## config.mk

```make
export PLATFORM = sky130hd
export DESIGN_NAME = ddr3_rd_return
export DESIGN_NICKNAME = d
export VERILOG_FILES = /design/src/rtl/ddr3_pkg.sv /design/src/rtl/ddr3_sync_fifo.sv /design/src/rtl/ddr3_rd_return.sv
export SDC_FILE = /design/constraint.sdc
export NUM_CORES = 2
export LEC_CHECK = 0
export CORE_UTILIZATION = 56
export DETAILED_ROUTE_END_ITERATION = 12
export HOLD_SLACK_MARGIN = 0.12
export PLACE_DENSITY = 0.83
export RECOVER_POWER = 100
export SETUP_SLACK_MARGIN = 0.2
export SLEW_MARGIN = 10
export SYNTH_ARGS = -nofsm -noshare
export SYNTH_HDL_FRONTEND = slang
export SYNTH_SLANG_ARGS = --single-unit
```

## constraint.sdc

```tcl
create_clock -name clk -period 34.9 [get_ports clk]
set_input_delay 3.49 -clock clk [delete_from_list [all_inputs] [get_ports clk]]
set_output_delay 3.49 -clock clk [all_outputs]
set_load 0.1 [all_outputs]
```

## src/rtl/ddr3_pkg.sv

```systemverilog
// Shared constants for the DDR3 app-interface blocks: command codes, burst sizing, watchdog limit.
package ddr3_pkg;

  localparam logic [2:0]  CMD_WR     = 3'b000;
  localparam logic [2:0]  CMD_RD     = 3'b001;
  localparam logic [15:0] WDOG_LIMIT = 16'hFFFF;

  // "8" is BL8 (two app beats per read); anything else is treated as BC4 (one beat)
  function automatic int burst_beats(input logic [7:0] mode);
    return (mode == "8") ? 2 : 1;
  endfunction

endpackage

```

## src/rtl/ddr3_sync_fifo.sv

```systemverilog
// Synchronous first-word-fall-through FIFO with occupancy count; head entry is always on pop_data.
module ddr3_sync_fifo #(
  parameter int WIDTH = 8,
  parameter int DEPTH = 8,
  localparam int AW = $clog2(DEPTH),
  localparam int CW = $clog2(DEPTH + 1)
) (
  input  logic             clk,
  input  logic             rst,
  input  logic             push,
  input  logic [WIDTH-1:0] push_data,
  input  logic             pop,
  output logic [WIDTH-1:0] pop_data,
  output logic             full,
  output logic             empty,
  output logic [CW-1:0]    count
);

  logic [WIDTH-1:0] mem [DEPTH];
  logic [AW-1:0]    wr_ptr;
  logic [AW-1:0]    rd_ptr;
  logic             do_push;
  logic             do_pop;

  assign full     = (count == CW'(DEPTH));
  assign empty    = (count == '0);
  assign do_pop   = pop & ~empty;
  // a full FIFO still accepts a push when the head leaves in the same cycle
  assign do_push  = push & (~full | do_pop);
  assign pop_data = mem[rd_ptr];

  always_ff @(posedge clk or posedge rst) begin
    if (rst) begin
      wr_ptr <= '0;
      rd_ptr <= '0;
      count  <= '0;
      for (int i = 0; i < DEPTH; i++) mem[i] <= '0;
    end else begin
      if (do_push) begin
        mem[wr_ptr] <= push_data;
        wr_ptr      <= wr_ptr + AW'(1);
      end
      if (do_pop) rd_ptr <= rd_ptr + AW'(1);
      case ({do_push, do_pop})
        2'b10:   count <= count + CW'(1);
        2'b01:   count <= count - CW'(1);
        default: count <= count;
      endcase
    end
  end

endmodule

```

## src/rtl/ddr3_rd_return.sv

```systemverilog
// DDR3 read-return path: assembles returned beats into bursts and pairs them in order with issued read tags.
// Define DDR3_RD_TIMEOUT_EN to add a watchdog that flags reads whose data never comes back.
module ddr3_rd_return
  import ddr3_pkg::*;
#(
  parameter int         APP_DATA_WIDTH = 64,
  parameter int         ADDR_W         = 16,
  parameter logic [7:0] BURST_MODE     = "4",
  parameter int         DEPTH          = 8,
  localparam int        BEATS          = burst_beats(BURST_MODE),
  localparam int        CW             = $clog2(DEPTH + 1)
) (
  input  logic                            clk,
  input  logic                            rst,
  input  logic                            init_calib_complete,
  input  logic                            rd_issue,
  input  logic [ADDR_W-1:0]               rd_issue_addr,
  input  logic                            app_rd_data_valid,
  input  logic                            app_rd_data_end,
  input  logic [APP_DATA_WIDTH-1:0]       app_rd_data,
  output logic                            rd_credit,
  output logic                            out_valid,
  input  logic                            out_ready,
  output logic [BEATS*APP_DATA_WIDTH-1:0] out_data,
  output logic [ADDR_W-1:0]               out_addr,
  output logic [CW-1:0]                   outstanding,
  output logic                            error,
  output logic                            error_flag
);

  localparam int         BURST_W   = BEATS * APP_DATA_WIDTH;
  localparam int         ENTRY_W   = ADDR_W + BURST_W;
  localparam logic [0:0] LAST_BEAT = 1'(BEATS - 1);

  logic [ADDR_W-1:0]         tag_head;
  logic                      tag_full;
  logic                      tag_empty;
  logic [CW-1:0]             tag_count;
  logic [ENTRY_W-1:0]        out_entry;
  logic                      out_full;
  logic                      out_empty;
  logic [CW-1:0]             out_count;
  logic                      out_pop;
  logic [0:0]                beat_cnt;
  logic [APP_DATA_WIDTH-1:0] beat_buf [BEATS];
  logic [BURST_W-1:0]        burst_data;
  logic [ADDR_W-1:0]         burst_tag;
  logic                      at_last;
  logic                      burst_done;
  logic                      early_end;
  logic                      missing_end;
  logic                      orphan;
  logic                      tag_overflow;
  logic                      out_overflow;
  logic                      wdog_hit;
  logic                      err_event;
  logic                      calib_q;
  logic [CW:0]               inflight;

  assign at_last     = (beat_cnt == LAST_BEAT);
  assign burst_done  = app_rd_data_valid & at_last;
  assign early_end   = app_rd_data_valid & ~at_last & app_rd_data_end;
  assign missing_end = burst_done & ~app_rd_data_end;
  assign orphan      = burst_done & tag_empty;
  assign burst_tag   = orphan ? '0 : tag_head;
  assign out_pop     = out_valid & out_ready;
  assign tag_overflow = rd_issue & tag_full & ~burst_done;
  assign out_overflow = burst_done & out_full & ~out_pop;

  ddr3_sync_fifo #(.WIDTH(ADDR_W), .DEPTH(DEPTH)) u_tag_fifo (
    .clk       (clk),
    .rst       (rst),
    .push      (rd_issue),
    .push_data (rd_issue_addr),
    .pop       (burst_done),
    .pop_data  (tag_head),
    .full      (tag_full),
    .empty     (tag_empty),
    .count     (tag_count)
  );

  ddr3_sync_fifo #(.WIDTH(ENTRY_W), .DEPTH(DEPTH)) u_out_fifo (
    .clk       (clk),
    .rst       (rst),
    .push      (burst_done),
    .push_data ({burst_tag, burst_data}),
    .pop       (out_pop),
    .pop_data  (out_entry),
    .full      (out_full),
    .empty     (out_empty),
    .count     (out_count)
  );

  assign out_valid   = ~out_empty;
  assign out_addr    = out_entry[ENTRY_W-1 -: ADDR_W];
  assign out_data    = out_entry[BURST_W-1:0];
  assign outstanding = tag_count;

  // the final beat goes straight into its slot so the burst is pushed on the cycle it arrives
  always_comb begin
    burst_data = '0;
    for (int i = 0; i < BEATS; i++)
      burst_data[i*APP_DATA_WIDTH +: APP_DATA_WIDTH] = (beat_cnt == 1'(i)) ? app_rd_data : beat_buf[i];
  end

  always_ff @(posedge clk or posedge rst) begin
    if (rst) begin
      beat_cnt <= '0;
      for (int i = 0; i < BEATS; i++) beat_buf[i] <= '0;
    end else if (app_rd_data_valid) begin
      if (at_last || app_rd_data_end) begin
        beat_cnt <= '0;
      end else begin
        beat_buf[beat_cnt] <= app_rd_data;
        beat_cnt           <= beat_cnt + 1'b1;
      end
    end
  end

`ifdef DDR3_RD_TIMEOUT_EN
  logic [15:0] wdog;

  assign wdog_hit = (tag_count != '0) & ~app_rd_data_valid & (wdog == WDOG_LIMIT - 16'd1);

  always_ff @(posedge clk or posedge rst) begin
    if (rst) begin
      wdog <= '0;
    end else if (tag_count == '0 || app_rd_data_valid) begin
      wdog <= '0;
    end else if (wdog != WDOG_LIMIT) begin
      wdog <= wdog + 16'd1;
    end
  end
`else
  assign wdog_hit = 1'b0;
`endif

  assign err_event = tag_overflow | early_end | missing_end | orphan | out_overflow | wdog_hit;

  always_ff @(posedge clk or posedge rst) begin
    if (rst) begin
      error      <= 1'b0;
      error_flag <= 1'b0;
      calib_q    <= 1'b0;
    end else begin
      error      <= error | err_event;
      error_flag <= err_event;
      calib_q    <= init_calib_complete;
    end
  end

  // credit comes only from registers so the issuer sees no combinational path through this block
  assign inflight  = {1'b0, tag_count} + {1'b0, out_count};
  assign rd_credit = calib_q & (inflight < (CW+1)'(DEPTH));

endmodule

```

==> results.cfg <==
[run_status]
outcome = finished, violations left
violations = max-capacitance violations, max-slew violations

[place]
place_inst = 3744
dp_hpwl_um = 50600
io_buffers = 174
place_congestion = 0.790

[yosys]
synth_fp_nets = 3055
synthTopCellsByCount = dfrtp_1 (856), nand2_1 (341), o21ai_0 (302)
async_flop_share_pct = 100
synth.yosys.seq_area_share_pct = 58.3
netlist_area_um2 = 36700
ys_warn_count = 0
syn_area_per_cell_um2 = 12.4
synth_cell_types = 53
yosysTopAreaCell = dfrtp_1
synthTopCellsByArea = dfrtp_1 (58%), mux4_2 (12%), mux2_2 (6.4%)
syn-instance-count = 2955
synth_edf_count = 0
synth_seq_cells = 856
synth_most_common_cell = dfrtp_1
synth_top_area_share_pct = 58.3
synth_ff_type = dfrtp_1

[timing]
tightest_slew_ns = 9.79
max_slew_margin_pct = -553
fmaxAchievable_ghz = 0.0632
drv_slew = 1974
post-route-period-util_pct = 45.3
skew_ns = 0.0298
report.final.setup_viol = 0
setup_tns_ns = 0
rsz0062_at_grt = false
finalHoldViolCount = 0
period_minus_slack_ns = 15.82

[routing]
ant_nets = 0
wl_per_cell_um = 22.8
vias = 24300
drtPass1Iterations = 5
wirelength_um = 88900
vias_per_cell = 6.22
drt_iter0_markers = 2213
drc = 0

[worst_setup_path]
cpPeakStageDelay_ns = 6.99
slowest_stage = clkbuf_1
worstPathMaxFanout = 198
required_ns = 33.16
start_kind = input port
cp_data_arrival_time_ns = 14.09
crit_path_end_kind = asynchronous set/reset pin
critPathKind = in -> async
cp_cell_sequence = dlygate4sd3_1, clkinvlp_2, clkbuf_1

[cts]
cts_root_buffer = clkbuf_16
insertion_delay_ns = 0.64
cts_setup_buffers = 0
cts_tree = done
clk_pin_slew_ns = 0.06
cts-resized-gates = 0
cts_hold_buf = 0
cts_buffers = 88
htree_levels = 3
clock_path_buffers = 3
clkSinkCount = 856

[floorplan]
die_h_um = 258
die_width_um = 258
rows = 93
design.core.area_um2 = 64600
initial_core_util_pct = 56.9
die_area_um2 = 66600
io_pins = 175

[grt]
grt_usage_pct = 27.5
grt_pass1_vias = 26400
grt_max_degree = 221
grt_pass1_wl_um = 144000
grt_remaining_overflow = 0
antenna_found_initial = 4

[final_layout]
drive_above_1_share_pct = 18.4
layoutNonFillerInstCount = 3903
area_growth_syn_to_layout_pct = 12.9
filler_cell_count = 4486
fin_nets = 3080

[worst_hold_path]
hold_path_class = reg -> reg

[run]
max-cap-violations = 31
## per-layer routing
metal	global-route usage, %	part of all wire, %	up-vias
met3	5.79	7.8	218
met5	0	0.010	-
met2	46.0	50	1040
met4	11.4	3.7	2
li1	-	-	10500
met1	35.2	38	12500
## logic make-up after synthesis
kind of cell,share of synthesized area [%]
DFF,58.3
AOI/OAI and AO/OA,9.99
and+or+nand+nor,6.90
muxes,20.5
buffers and inverters,3.41
xor gates and xnor gates,0.429
adders and majority gates,0.443
## registers in the layout, summed over array words and instances (netlist names)
| name | flops |
|---|---|
| beat_buf | 64 |
| beat_cnt | 1 |
| calib_q | 1 |
| error | 1 |
| error_flag | 1 |
| u_out_fifo.count | 4 |
| u_out_fifo.mem | 640 |
| u_out_fifo.rd_ptr | 3 |
| u_out_fifo.wr_ptr | 3 |
| u_tag_fifo.count | 4 |
| u_tag_fifo.mem | 128 |
| u_tag_fifo.rd_ptr | 3 |
| u_tag_fifo.wr_ptr | 3 |
## layout by cell type (no fill, tap or decap), types with 11 or more instances in the layout
cell type        synthesis  final
o21ai_0                302    321
ha_1                    13     13
clkbuf_16                0     88
nor2_1                 262    264
mux2i_1                 80     80
bufinv_16                0     11
clkinv_2                 0     12
mux2_2                 210    208
clkdlybuf4s50_1          0     85
clkbuf_8                 0     17
dfrtp_1                856    850
dlygate4sd3_1            0     89
nand2_1                341    341
clkbuf_1               157     40
a21oi_1                265    265
o2bb2ai_1               64     64
mux4_2                 192    192
## path summary, 6_finish.rpt
| path | startpoint | cells past startpoint | endpoint | slack (ns) |
|---|---|---|---|---|
| min in group asynchronous | rst | 2 | beat_buf[48]$_DFFE_PP0P_ | 4.80 |
| setup reg to reg | beat_cnt$_DFFE_PP0P_ | 5 | u_out_fifo.mem[616]$_DFFE_PP0P_ | 26.24 |
| hold / removal | beat_buf[55]$_DFFE_PP0P_ | 0 | beat_buf[55]$_DFFE_PP0P_ | 0.37 |
| max in group clk | u_out_fifo.rd_ptr[1]$_DFFE_PP0P_ | 5 | out_data[43] | 22.04 |
| setup / recovery | rst | 3 | u_out_fifo.mem[412]$_DFFE_PP0P_ | 19.08 |
| hold reg to reg | beat_buf[55]$_DFFE_PP0P_ | 0 | beat_buf[55]$_DFFE_PP0P_ | 0.37 |
## through the flow
| step | worst slack (ns) | utilization [%] | instance area (um^2) | hold slack, ns |
|---|---|---|---|---|
| detailed placement | 26.93 | 59.9 | 38700 | 0.366 |
| finish | 19.08 | 64.2 | 41500 | 0.375 |
| floorplan | 7.36 | - | 36700 | 0.429 |
| CTS | 26.23 | 64.5 | 41700 | 0.379 |
| global route | 16.36 | 64.2 | 41500 | 0.383 |
| global placement | 26.94 | 59.9 | 38700 | 0.364 |
## worst max-delay path: cells and delay by family
family	cells	cell delay, ns
buffers and inverters	3	10.23
## layout make-up
| type | instances | area (um^2) | share of cell area (%) |
|---|---|---|---|
| antenna | 2 | 5.00 | 0.0121 |
| clock buffer | 122 | 2500 | 6.03 |
| clock inverter | 34 | 517 | 1.25 |
| inverter | 5 | 20.0 | 0.0483 |
| multi-input combinational | 1825 | 14000 | 33.9 |
| sequential | 856 | 21400 | 51.7 |
| tap | 855 | 1070 | 2.58 |
| timing repair buffer | 204 | 1890 | 4.56 |
Power is left out: the tool's default activity adds up to more than one toggle a clock period on the data nets, which glitch-free logic cannot reach.
